File: src/rtl/da_fir_pkg.sv
// Shared widths, FSM state encoding and the LUT sign-extension helper
// for the distributed-arithmetic FIR engine.
package da_fir_pkg;

    localparam int DATA_W = 16;              // input sample width, two's complement
    localparam int TAPS   = 8;               // number of taps == LUT address width
    localparam int LUT_W  = 32;              // LUT data width, two's complement
    localparam int ACC_W  = 48;              // accumulator / result width
    localparam int CNT_W  = $clog2(DATA_W);  // bit-plane counter width

    typedef enum logic [1:0] {
        IDLE = 2'd0,
        CALC = 2'd1,
        OUT  = 2'd2
    } state_t;

    // Sign-extend one LUT partial sum to accumulator precision.
    function automatic logic [ACC_W-1:0] sext_lut(input logic [LUT_W-1:0] d);
        return {{(ACC_W - LUT_W){d[LUT_W-1]}}, d};
    endfunction

endpackage

File: src/rtl/da_fir_engine_if.sv
// Bundle of the sample-in stream, result-out stream and LUT access port.
// The engine uses the slave view; the source/consumer/LUT side uses master.
interface da_fir_engine_if;
    import da_fir_pkg::*;

    logic              in_valid;
    logic              in_ready;
    logic [DATA_W-1:0] in_sample;
    logic              out_valid;
    logic              out_ready;
    logic [ACC_W-1:0]  out_data;
    logic [TAPS-1:0]   lut_addr;
    logic [LUT_W-1:0]  lut_data;

    modport slave (
        input  in_valid, in_sample, out_ready, lut_data,
        output in_ready, out_valid, out_data, lut_addr
    );

    modport master (
        output in_valid, in_sample, out_ready, lut_data,
        input  in_ready, out_valid, out_data, lut_addr
    );

endinterface

File: src/rtl/da_tap_line.sv
// TAPS-deep sample delay line plus the bit-plane extractor that turns
// bit `cnt` of every tap into one LUT address.
module da_tap_line
    import da_fir_pkg::*;
(
    input  logic              clk,
    input  logic              rst_n,
    input  logic              shift_en,
    input  logic              plane_en,
    input  logic [DATA_W-1:0] sample,
    input  logic [CNT_W-1:0]  cnt,
    output logic [TAPS-1:0]   plane
);

    logic [DATA_W-1:0] taps [TAPS];

    // Shift a new sample into tap0 on acceptance; the oldest tap falls off.
    // NOTE: the delay line is a register array with an explicit reset, because
    // a zero history after reset is visible in the first filter outputs.
    always_ff @(posedge clk or negedge rst_n) begin
        if (!rst_n) begin
            for (int k = 0; k < TAPS; k++) taps[k] <= '0;
        end else if (shift_en) begin
            taps[0] <= sample;
            for (int k = 1; k < TAPS; k++) taps[k] <= taps[k-1];
        end
    end

    // Collect bit `cnt` of each tap; the address is held at zero outside CALC.
    always_comb begin
        // NOTE: default first so every path assigns plane and no latch is inferred.
        plane = '0;
        if (plane_en) begin
            for (int k = 0; k < TAPS; k++) plane[k] = taps[k][cnt];
        end
    end

endmodule

File: src/rtl/da_fir_engine.sv
// Bit-serial distributed-arithmetic FIR engine: walks the sample bit-planes
// MSB-first, looks up the coefficient sum per plane and shift-accumulates.
module da_fir_engine
    import da_fir_pkg::*;
(
    input  logic            clk,
    input  logic            rst_n,
    da_fir_engine_if.slave  bus
);

    state_t            state;
    state_t            state_next;
    logic [CNT_W-1:0]  cnt;
    logic [ACC_W-1:0]  acc;
    logic [ACC_W-1:0]  acc_next;
    logic [ACC_W-1:0]  lut_ext;
    logic [ACC_W-1:0]  out_q;
    logic              accept;
    logic              calc_en;

    localparam logic [CNT_W-1:0] CNT_TOP = CNT_W'(DATA_W - 1);

    assign accept  = (state == IDLE) && bus.in_valid;
    assign lut_ext = sext_lut(bus.lut_data);

    // The sign plane carries negative weight, so it seeds the accumulator
    // with the negated partial sum; later planes shift left and add.
    assign acc_next = (cnt == CNT_TOP) ? (ACC_W'(0) - lut_ext)
                                       : ((acc << 1) + lut_ext);

    assign bus.out_data = out_q;

    da_tap_line u_tap_line (
        .clk      (clk),
        .rst_n    (rst_n),
        .shift_en (accept),
        .plane_en (calc_en),
        .sample   (bus.in_sample),
        .cnt      (cnt),
        .plane    (bus.lut_addr)
    );

    // State register.
    // NOTE: sequential state uses non-blocking assignments so every register
    // samples pre-edge values regardless of process ordering.
    always_ff @(posedge clk or negedge rst_n) begin
        if (!rst_n) state <= IDLE;
        else        state <= state_next;
    end

    // Next-state: accept -> DATA_W plane cycles -> hold result until taken.
    always_comb begin
        state_next = state;
        unique case (state)
            IDLE:    if (bus.in_valid)  state_next = CALC;
            CALC:    if (cnt == '0)     state_next = OUT;
            OUT:     if (bus.out_ready) state_next = IDLE;
            default:                    state_next = IDLE;
        endcase
    end

    // Output decode from the registered state; in_ready is also held low in reset.
    always_comb begin
        bus.in_ready  = 1'b0;
        bus.out_valid = 1'b0;
        calc_en       = 1'b0;
        unique case (state)
            IDLE:    bus.in_ready  = rst_n;
            CALC:    calc_en       = 1'b1;
            OUT:     bus.out_valid = 1'b1;
            default: ;
        endcase
    end

    // Plane counter, accumulator and result register; the result is captured
    // on the last plane so it survives the next computation.
    always_ff @(posedge clk or negedge rst_n) begin
        if (!rst_n) begin
            cnt   <= '0;
            acc   <= '0;
            out_q <= '0;
        end else if (accept) begin
            cnt <= CNT_TOP;
        end else if (calc_en) begin
            cnt <= cnt - CNT_W'(1);
            acc <= acc_next;
            if (cnt == '0) out_q <= acc_next;
        end
    end

endmodule

File: src/flat_wrapper.sv
// flat-port wrapper written by rule: the top's interface ports become plain ports
module da_fir_engine_flat import da_fir_pkg::*;
  (clk, rst_n, bus_in_valid, bus_in_sample, bus_out_ready, bus_lut_data, bus_in_ready, bus_out_valid, bus_out_data, bus_lut_addr);
  da_fir_engine_if bus_i ();
  input  logic clk;
  input  logic rst_n;
  input wire logic [$bits(bus_i.in_valid)-1:0] bus_in_valid;
  input wire logic [$bits(bus_i.in_sample)-1:0] bus_in_sample;
  input wire logic [$bits(bus_i.out_ready)-1:0] bus_out_ready;
  input wire logic [$bits(bus_i.lut_data)-1:0] bus_lut_data;
  output wire logic [$bits(bus_i.in_ready)-1:0] bus_in_ready;
  output wire logic [$bits(bus_i.out_valid)-1:0] bus_out_valid;
  output wire logic [$bits(bus_i.out_data)-1:0] bus_out_data;
  output wire logic [$bits(bus_i.lut_addr)-1:0] bus_lut_addr;
  assign bus_i.in_valid = bus_in_valid;
  assign bus_i.in_sample = bus_in_sample;
  assign bus_i.out_ready = bus_out_ready;
  assign bus_i.lut_data = bus_lut_data;
  assign bus_in_ready = bus_i.in_ready;
  assign bus_out_valid = bus_i.out_valid;
  assign bus_out_data = bus_i.out_data;
  assign bus_lut_addr = bus_i.lut_addr;
  da_fir_engine u_core (.clk(clk), .rst_n(rst_n), .bus(bus_i));
endmodule
File: config.mk
export PLATFORM = sky130hd
export DESIGN_NAME = da_fir_engine_flat
export DESIGN_NICKNAME = d
export VERILOG_FILES = /design/src/rtl/da_fir_pkg.sv /design/src/rtl/da_fir_engine_if.sv /design/src/rtl/da_tap_line.sv /design/src/rtl/da_fir_engine.sv /design/src/flat_wrapper.sv
export SDC_FILE = /design/constraint.sdc
export NUM_CORES = 1
export LEC_CHECK = 0
export CORE_MARGIN = 2
export CORE_UTILIZATION = 59
export CTS_BUF_LIST = sky130_fd_sc_hd__clkbuf_16
export CTS_CLUSTER_SIZE = 8
export DETAILED_ROUTE_END_ITERATION = 8
export PLACE_DENSITY = 0.81
export SYNTH_ARGS = -nofsm -noshare
export SYNTH_HDL_FRONTEND = slang
export SYNTH_HIERARCHICAL = 1
export SYNTH_SLANG_ARGS = --single-unit
export TNS_END_PERCENT = 100
File: constraint.sdc
create_clock -name clk -period 3.1 [get_ports clk]
set_input_delay 0.62 -clock clk [delete_from_list [all_inputs] [get_ports clk]]
set_output_delay 0.62 -clock clk [all_outputs]
set_load 0.005 [all_outputs]
---- Word level (Yosys, flattened, before mapping) ----
Index checks and enable logic that the tools add are counted.
word-level totals
  input port bits ......................... 52
  output and inout bits ................... 58
  logic and storage cells ................. 57
  register bits ........................... 229
cells by class
  bitwise gates (word level) .............. 1
  mux-type cells .......................... 27
  add/subtract/negate cells ............... 3
  eq/ne operators ......................... 6
  reductions and logical operators ........ 7
  order comparisons ....................... 1
operator list
  cell                                                    number
  adder 48 bit                                            1
  two-way mux 48 bit                                      1
  subtractor 1 x 32 -> 33 bit (first input constant)      1
  binary-select mux 1 bit (select 4 bit)                  8
  two-way mux 1 bit                                       11
  two-way mux 4 bit                                       2
  two-way mux 8 bit                                       1
  two-way mux 2 bit                                       3
  case mux 2 bit (3 select lines)                         1
  AND reduction 3 bit                                     2
  < comparator 4 x 5 -> 1 bit (second input constant)     1
  equality test 4 bit (second input constant)             1
  zero test 4 bit                                         1
  inequality test 2 bit (second input constant)           2
  subtractor 4 x 1 -> 4 bit (second input constant)       1
  equality test 2 x 1 -> 1 bit (second input constant)    1
  equality test 2 bit (second input constant)             1
  zero test 2 bit                                         1
  inequality test 2 x 1 -> 1 bit (second input constant)  1
  AND reduction 2 bit                                     1
  nonzero test 2 bit                                      1
  logical AND 1 bit                                       1
  NOT 1 bit                                               1

---- Depth between registers and ports, before layout ----
Gate-level depths: netlist (run 1).
  depth in word-level cells ............... 4
  mapped depth ............................ 13
  depth with buffers taken out ............ 13

---- Cells and area by module ----
Netlist (run 1), hierarchy kept.
modules (own cells, without submodules)
  module         seq. area each (um2)  area each (um2)  instances  cells each
  da_fir_engine  2527.4                7201.9           1          866
  da_tap_line    3203.1                5854.4           1          400

---- Least setup slack after synthesis (run 1) ----
OpenSTA, ideal clock, no wires.
  kind .................................... input -> register
  from .................................... input port bus_lut_data[1]
  to ...................................... register u_core.acc[43]
  buffers on the path ..................... 0
  library setup time ...................... 0.126 ns
  setup slack ............................. -0.009 ns
  data required time ...................... 2.974 ns
  arrival time ............................ 2.983 ns
  stages .................................. 13
  cell sequence ........................... ha_1 > inv_1 > fa_1 > nor2b_1 > o211ai_1 > a2111oi_2 > o21ai_1 > o211ai_4 > a221oi_4 > o21bai_4 > a31oi_4 > xnor2_1 > a221o_1
on the way
  cells in the longest elaborated chain, start to end .. 2
  elaborated cells between the ends (all ways) .. 3
  those cells by class .................... add/sub: 2; mux: 1
RTL lines
  item                                                         line                                      text
  start, declared                                              flat_wrapper.sv:10                        input wire logic [$bits(bus_i.lut_data)-1:0] bus_lut_data;
  adder 48 bit or subtractor 1 x 32 -> 33 bit (tied branches)  da_fir_engine.sv:29, da_fir_engine.sv:28
  two-way mux 48 bit *                                         da_fir_engine.sv:28                       assign acc_next = (cnt == CNT_TOP) ? (ACC_W'(0) - lut_ext)
  end signal, assigned                                         da_fir_engine.sv:86                       acc <= acc_next;
  end, declared                                                da_fir_engine.sv:14                       logic [ACC_W-1:0] acc;
Every way passes the cells marked *; elsewhere a longest branch is shown, timed or not.
A chain may end at the register's enable or synchronous reset.

---- Worst setup path after layout (run 1) ----
  from .................................... input port bus_lut_data[18]
  to ...................................... register u_core.out_q[47] (netlist: u_core/bus.out_data[47])
on the way
  cells in the longest elaborated chain, start to end .. 2
  elaborated cells between the ends (all ways) .. 3
  those cells by class .................... add/sub: 2; mux: 1
RTL lines
  item                                                         line                                      text
  adder 48 bit or subtractor 1 x 32 -> 33 bit (tied branches)  da_fir_engine.sv:29, da_fir_engine.sv:28
  two-way mux 48 bit *                                         da_fir_engine.sv:28
  end signal, assigned                                         da_fir_engine.sv:87                       if (cnt == '0) out_q <= acc_next;
  end, declared                                                da_fir_engine.sv:17                       logic [ACC_W-1:0] out_q;
Marked as above.

==> results of run 1 <==
==> worst max-delay path, delay by kind of cell <==
kind | cells | cell delay (ns)
fa+ha+maj | 1 | 0.34
buf+inv | 2 | 0.68
xor+xnor | 1 | 0.16
compound gates | 9 | 1.64
==> path summary, 6_finish.rpt <==
kind | start | endpoint | slack, ns
setup / recovery | bus_lut_data[18] | u_core/bus.out_data[47]$_DFFE_PN0P_ | 0.04
hold / removal | rst_n | u_core/u_tap_line/taps[8]$_DFFE_PN0P_ | 0.23
setup reg to reg | u_core/acc[0]$_DFFE_PN0P_ | u_core/bus.out_data[47]$_DFFE_PN0P_ | 0.14
min in group clk | u_core/bus.out_data[7]$_DFFE_PN0P_ | u_core/bus.out_data[7]$_DFFE_PN0P_ | 0.48
max in group asynchronous | rst_n | u_core/bus.out_data[31]$_DFFE_PN0P_ | 2.05
hold reg to reg | u_core/bus.out_data[7]$_DFFE_PN0P_ | u_core/bus.out_data[7]$_DFFE_PN0P_ | 0.48
==> state kept, by name (all words and copies together), names as in the netlist <==
register,cells
u_core/u_tap_line/taps,128
u_core/state,2
u_core/cnt,4
u_core/acc,47
u_core/bus.out_data,48
==> final cells by class <==
cell class | instances | area [µm²] | area share [%]
multi-input combinational | 944 | 7110 | 41.8
tap | 280 | 350 | 2.06
inverter | 20 | 77.6 | 0.456
clock buffer | 34 | 851 | 5.00
timing repair buffer | 320 | 2830 | 16.6
sequential | 229 | 5740 | 33.7
antenna | 1 | 2.50 | 0.0147
clock inverter | 6 | 67.6 | 0.397
==> cells by family after synthesis <==
family	Yosys count	synth area share, %
compound gates	315	15.4
simple gates	315	10.9
flops	229	43.9
mux	193	16.6
buf+inv	93	3.50
xor+xnor	71	4.76
fa+ha+maj	50	4.85
==> per-layer routing <==
metal	global-route usage (%)	wire length (µm)	vias up	share of wire, %
met2	54.2	18500	390	51
li1	-	-	5130	-
met3	4.72	1720	123	4.7
met5	0	0	-	0
met1	37.5	14600	5502	40
met4	13.4	1490	0	4.1
==> synth_stat cells (5+ instances only) <==
library cell / count
sky130_fd_sc_hd__o31ai_1: 7
sky130_fd_sc_hd__nand2b_1: 7
sky130_fd_sc_hd__and2_1: 6
sky130_fd_sc_hd__clkbuf_1: 36
sky130_fd_sc_hd__mux2_2: 130
sky130_fd_sc_hd__o21bai_1: 7
sky130_fd_sc_hd__o21ai_1: 11
sky130_fd_sc_hd__nor4_1: 8
sky130_fd_sc_hd__or4_1: 5
sky130_fd_sc_hd__o211ai_1: 7
sky130_fd_sc_hd__a22oi_1: 25
sky130_fd_sc_hd__xnor2_1: 42
sky130_fd_sc_hd__nand3_1: 15
sky130_fd_sc_hd__inv_1: 20
sky130_fd_sc_hd__mux4_2: 6
sky130_fd_sc_hd__xor2_1: 29
sky130_fd_sc_hd__buf_6: 7
sky130_fd_sc_hd__a211oi_1: 5
sky130_fd_sc_hd__nand4_1: 12
sky130_fd_sc_hd__ha_1: 49
sky130_fd_sc_hd__nor3_1: 15
sky130_fd_sc_hd__and3_1: 14
sky130_fd_sc_hd__nor2b_1: 9
sky130_fd_sc_hd__a21o_1: 41
sky130_fd_sc_hd__dfrtp_1: 229
sky130_fd_sc_hd__nor2_1: 62
sky130_fd_sc_hd__a21oi_1: 69
sky130_fd_sc_hd__a31oi_1: 10
sky130_fd_sc_hd__nand2_1: 151
sky130_fd_sc_hd__buf_2: 22
sky130_fd_sc_hd__mux2i_1: 57
sky130_fd_sc_hd__o21ai_0: 97
==> cell usage in the layout (no fill, tap or decap), types with 15 or more instances in the layout <==
master	Yosys	routed
sky130_fd_sc_hd__nand2_1	151	150
sky130_fd_sc_hd__o21ai_0	97	91
sky130_fd_sc_hd__mux2i_1	57	57
sky130_fd_sc_hd__clkbuf_16	0	35
sky130_fd_sc_hd__nor2_1	62	62
sky130_fd_sc_hd__a21oi_1	69	61
sky130_fd_sc_hd__dlymetal6s2s_1	0	15
sky130_fd_sc_hd__o21ai_1	11	16
sky130_fd_sc_hd__clkdlybuf4s50_1	0	89
sky130_fd_sc_hd__dfrtp_1	229	227
sky130_fd_sc_hd__xor2_1	29	29
sky130_fd_sc_hd__a22oi_1	25	24
sky130_fd_sc_hd__xnor2_1	42	42
sky130_fd_sc_hd__mux2_2	130	130
sky130_fd_sc_hd__ha_1	49	38
sky130_fd_sc_hd__a21o_1	41	41
sky130_fd_sc_hd__buf_4	2	202
sky130_fd_sc_hd__inv_1	20	20
==> power by group through the flow <==
stage	clock network (mW)	registers [mW]	logic [mW]
2_1_floorplan	0	5.18	6.34
3_3_place_gp	0	5.52	9.59
3_5_place_dp	0	5.60	9.97
4_1_cts	3.34	5.55	10.4
5_1_grt	3.47	5.75	11.8
6_report	3.29	5.61	10.8
==> timing repair <==
item,4_1_cts,5_1_grt
gates cloned,0,1
endpoints found under the setup margin,26,56
setup buffers,12,5
pin swaps,7,19
gates resized for setup,15,53
==> run summary, run 1 <==
Sorting the synthesized cells by area gives the leading types as sky130_fd_sc_hd__dfrtp_1, sky130_fd_sc_hd__mux2_2, sky130_fd_sc_hd__ha_1. The number of H-tree levels is 2. For the pin with the worst max-slew slack, the measured transition is 1.01 ns. The worst setup path is launched from a primary input. The routed design could run at a clock period as short as between 3 and 4 ns.

Setup slack closes at around 0.037 ns. The total power density per cell area is 1160 nW/µm². The cell occurring most often along the worst timing path is sky130_fd_sc_hd__o21bai_1. The headroom to the max-slew limit came out at between 30% and 40%. The critical path in this run is classified as in2reg. The wire length per cell after detailed routing came out at 19.8 µm. The maximum number of pins on one net before global-route repair is 175. The internal power came out at roughly 12 mW. Cells fill roughly 80% of the core in the end.

The worst hold-check slack came out at between 0.2 and 0.25 ns. The total congestion overflow is 0. The share of post-route cells with drive strength above 1 is ~28%. The vertical die dimension came out at 153 µm.

The number of global-route vias before repair came to 11,569. The root buffer cell chosen for the clock tree is sky130_fd_sc_hd__clkbuf_16. The critical path required time came out at 3.48 ns. The net switching power is 7.73 mW.

The top flip-flop cell by instance count after synthesis is sky130_fd_sc_hd__dfrtp_1. The clock slew seen by the registers of the worst setup and hold paths came out at roughly 0.05 ns. The part of the total power dissipated in the clock network is ~17%. The final count of hold timing violations is 0. The final wirelength is 36.3 mm. Data arrives at the worst endpoint at 3.45 ns.

Buffers placed on the I/O ports in this run total 109. The vias after detailed routing is 11,145. The area of the core is 21,800 µm².

The global-route usage over all layers is 30.7%. The starting density of the core came out at ~60%. In this design, the stage delay of the slowest critical-path cell is 0.53 ns. The number of placement rows is 54. Power comes to 19.7 mW. The post-placement setup slack is -0.725 ns. Across the routed clock network, the largest skew measured is about 0.017 ns.

From left edge to right edge, the die measures 153 µm. The worst setup path is captured at a register. VDD sags by at most just under 0.6 mV. Combinational logic burns 54.8% of the power. The number of cells in the finished layout apart from fillers is 1,834. For this design the top-level I/O count stands at 110. Including well taps, the total number of placed cells is around 1,800.

In this run the biggest area consumer among cell types represents a little over two fifths of the synthesized area. The slowest stage of the critical path belongs to the cell sky130_fd_sc_hd__clkdlybuf4s50_1. Walking the worst path, the cells encountered are clkdlybuf4s50_1 > ha_2 > a21oi_1 > o21bai_1 > o21bai_1 > o311a_2 > o211ai_4 > a221oi_4 > o21bai_4 > buf_4 > a41o_1 > xnor2_1 > o21ai_1. The placer's final routability congestion estimate is 0.969. The flip-flop and latch count after synthesis is 229. The number of sinks on the clock net came out at 229. The run finished with clean final reports. The number of antenna violations at the first check in global routing came to 1. The worst reg2reg path depth is 14. The total DRC errors in the routed layout is 0.

The max-cap check violation count came out at 0. The path type of the worst min-delay path is in2async. In this run, post-CTS hold repair placed 0 buffers. The number of routed nets with antenna violations is 0. Dividing the synthesized area by the synthesized cell count gives 10.3 µm².

TritonCTS built the clock tree. The post-synth design cell area came out at roughly 13,000 µm². The area of all placed cells without fillers is 17,000 µm². The maximum buffer depth of the clock tree is 3. The post-placement cell area came out at 15,700 µm². The TritonCTS buffer count came out at 34. The floorplan step defined a die boundary enclosing roughly 23,000 µm². The total setup violations reported at the end of the flow is 0. Summed over all instances, the cell type with the most area after synthesis is sky130_fd_sc_hd__dfrtp_1. The maximum clock frequency came out at roughly 330 MHz.

The register area share after synthesis came out at 43.9%. The proportion of register bits with asynchronous set or reset after synthesis came out at 100%. The number of search-and-repair iterations in the first detailed-routing pass is 5.

The detailed router's first-iteration violation count is 693. The number of nets in the finished design came out at 1,651. The number of different library cells in the post-synthesis netlist came out at 67. For this run, the number of Yosys warnings is 6. Clock latency on the worst-skew pair, taken at its later pin, is 0.52 ns. The max-slew violation count came out at 0. Net switching is 39.2% of the power. The global-route wire length before repair is between 50 and 60 mm. Once detailed placement completed, the half-perimeter wirelength came to 23.6 mm. Yosys mapped a number of flops with a built-in enable equal to 0. The total negative slack came out at 0 ns. After filler insertion, the fill cell instance count of the layout stands at about 1,300.

Relative to the synthesized area, the layout overhead comes to 30.4%. The leakage power of the design is between 8 and 9 nW. The number of nets in the synthesized netlist is 1,368. The power share of the sequential group came out at between 20 and 30%. The post-route clock period utilization is 98.8%.

The average via count per standard cell is about 6.1. The gate count after technology mapping came out at 1,266. The maximum fanout along the worst path came out at 6.
Note: power is estimated with default switching activity, not from simulation.
==> run 2, diff against run 1 <==
--- a/config.mk
+++ b/config.mk
@@ -5,7 +5,7 @@
 export SDC_FILE = /design/constraint.sdc
 export NUM_CORES = 1
 export LEC_CHECK = 0
-export CORE_MARGIN = 2
+export CORE_MARGIN = 1.5
 export CORE_UTILIZATION = 59
 export CTS_BUF_LIST = sky130_fd_sc_hd__clkbuf_16
 export CTS_CLUSTER_SIZE = 8
==> run summary, run 2 (synthesis results as in run 1) <==
In this design, the stage delay of the slowest critical-path cell is between 0.4 and 0.5 ns. CTS placed an instance of sky130_fd_sc_hd__clkbuf_16 at the clock tree root. The global-route wire length before repair came out at 56.3 mm. The number of antenna violations at the first check in global routing came out at 0. The maximum clock skew at final layout came out at 0.0267 ns. The HPWL after detailed placement came out at ~24 mm. The area of the core came out at 21,800 µm². The TritonCTS buffer count came out at 34. The final critical-path required period is a little over 3 ns. The slew at the pin closest to its max-slew limit came out at 0.895 ns. The critical path arrival came out at approximately 3.5 ns. The number of global-route vias before repair is 11,253. The maximum clock frequency is 324 MHz.

The area growth from synthesis to layout is 29.8%. For this block, the initial DRC count from the detailed router was ~700. Across every metal layer, demand over resource in global routing totals 31.2%.

The wire length per cell after detailed routing is 19.1 µm. The number of H-tree levels came out at 2. The maximum fanout along the worst path is 4.

Buffers inserted to repair hold after CTS numbered 0. The number of placement rows is 54. The top cell types in the final layout, fill and taps aside, are sky130_fd_sc_hd__dfrtp_1, sky130_fd_sc_hd__buf_4, sky130_fd_sc_hd__nand2_1, sky130_fd_sc_hd__mux2_2. The number of I/O pins is 110.

Counting stages on the worst path, the most repeated cell is sky130_fd_sc_hd__buf_4. The maximum buffer depth of the clock tree is 3. Power spread over the standard cell area amounts to about 1200 nW/µm². The footprint of the flip-flops and latches came out at 5740 µm². Measured along the y axis, the die boundary spans 152 µm. The worst setup path is captured at a register. TritonCTS built the clock tree. The register with the most flip-flops in the final layout is u_core/u_tap_line/taps. The tool flagged a number of max-cap violations equal to 0. For this run, the detailed router's first-pass iteration total came to 5. The final wirelength came out at about 35 mm. The count of inserted antenna diode cells came out at 0. The die covers between 20,000 and 25,000 µm². The total setup violations reported at the end of the flow is 0. The count of buffers inserted at the top-level ports came out at roughly 110. The total congestion overflow came out at 0. The signal on the critical path passes through clkdlybuf4s50_1 > ha_1 > a21o_1 > buf_4 > nand4_1 > a21oi_1 > o21ai_1 > o211ai_4 > a221oi_4 > o21bai_4 > buf_4 > a41o_1 > xnor2_1 > o21ai_0. The worst IR drop on VDD is 0.568 mV. The number of cells in the finished layout apart from fillers came out at 1,831.

The worst hold-check slack came out at 0.255 ns. After clock tree synthesis, the clock-pin slew on the worst setup and hold paths is 0.05 ns. The total instance count after detailed placement is 1,777. The post-route clock period utilization came out at 99.5%.

The most common cell after layout, fill and taps aside is sky130_fd_sc_hd__dfrtp_1. The design draws 19.6 mW. The max-slew violation count is 0.

Routability-driven placement finished with a final weighted congestion of roughly 0.96. The die is 152 µm wide. The number of sinks on the clock net came out at 229. The clock latency on the worst-skew pair is roughly 0.53 ns.

The routed layout has about 11,000 vias. The share of post-route cells with drive strength above 1 is 28.4%. The largest individual stage delay along the critical path comes from the cell sky130_fd_sc_hd__a221oi_4. The headroom to the max-slew limit came out at a little over 40%. The maximum number of pins on one net before global-route repair came out at 159. The final count of hold timing violations came out at 0. The fill cell instance count of the final layout is between 1,000 and 1,500. The register with the most flip-flops in the layout has 128 of them. The leakage power of the design is 7.96 nW. The critical path required time is 3.53 ns.

The average via count per standard cell came out at 6.02. The run finished with clean final reports. Setup repair after global routing could not meet its margin everywhere. STA classifies the critical path startpoint as a primary input. The path class of the tightest hold or removal check is in2async. The type of the worst setup path is in2reg. The number of nets in the finished design is 1,649. The starting density of the core came out at 60.0%.

The number of routed nets with antenna violations is 0. The post-layout utilization of the core is approximately 78%. After detailed routing, the number of remaining DRC violations is 0. The multi-input combinational cell area is 7120 µm².
==> run 2: changes by cell type in the layout (fill, tap and decap cells not counted), moves of 3 or more <==
cell                              before  now
sky130_fd_sc_hd__o21ai_1              16   11
sky130_fd_sc_hd__o21ai_0              91   94
sky130_fd_sc_hd__clkdlybuf4s50_1      89   94
sky130_fd_sc_hd__dlymetal6s2s_1       15    6
==> run 2: layer usage <==
layer,share of wire (%),up-vias,track usage (%)
li1,-,5120,-
met1,41,5450,37.7
met2,50,343,54.5
met3,4.7,104,4.70
met4,4.1,0,14.8
met5,0,-,0
==> run 2: power by group <==
part / internal, mW / leakage, nW / total [mW] / switching [mW]
registers: 4.46 / 2.77 / 5.62 / 1.15
clock network: 1.96 / 0.458 / 3.29 / 1.33
logic: 5.51 / 4.73 / 10.7 / 5.19
==> run 2: per-stage QoR <==
| step | area, µm² | setup WS, ns | TNS [ns] |
|---|---|---|---|
| 3_5_place_dp | 15700 | -0.721 | -31.77 |
| 5_1_grt | 16900 | -0.0864 | -0.384 |
| 4_1_cts | 16700 | 0.000469 | 0 |
| 3_3_place_gp | 15700 | -0.621 | -25.83 |
| 2_1_floorplan | 13100 | 0.00736 | 0 |
| 6_report | 16900 | 0.0168 | 0 |
==> run 2: what timing repair did <==
action                                  in CTS  in global routing
hold endpoints to repair                     0                  0
endpoints found under the setup margin      32                 50
pin swaps                                   13                 12
gates resized for setup                     28                 40
buffers inserted                             9                  5
==> run 2: critical path, delay by kind of cell <==
kind,cells,cell delay (ns)
adder cells (fa/ha/maj),1,0.32
AND/OR/NAND/NOR,1,0.11
buffers and inverters,3,0.72
AO/OA/AOI/OAI,8,1.61
XOR/XNOR,1,0.12
==> run 2: final timing paths <==
check	cells past startpoint	slack, ns	start	endpoint
setup reg to reg	14	0.05	u_core/acc[0]$_DFFE_PN0P_	u_core/acc[23]$_DFFE_PN0P_
max in group asynchronous	2	2.09	rst_n	u_core/cnt[0]$_DFFE_PN0P_
setup / recovery	14	0.02	bus_lut_data[7]	u_core/bus.out_data[47]$_DFFE_PN0P_
min in group clk	2	0.47	u_core/bus.out_data[8]$_DFFE_PN0P_	u_core/bus.out_data[8]$_DFFE_PN0P_
hold / removal	2	0.26	rst_n	u_core/u_tap_line/taps[25]$_DFFE_PN0P_
hold reg to reg	2	0.47	u_core/bus.out_data[8]$_DFFE_PN0P_	u_core/bus.out_data[8]$_DFFE_PN0P_
==> run 2: cell type report <==
class / count / area share (%)
repair buffers: 318 / 16.2
inverters: 20 / 0.458
flip-flops and latches: 229 / 33.9
multi-input cells: 944 / 42.0
well taps: 280 / 2.07
clock inverters: 6 / 0.399
clock buffers: 34 / 5.02
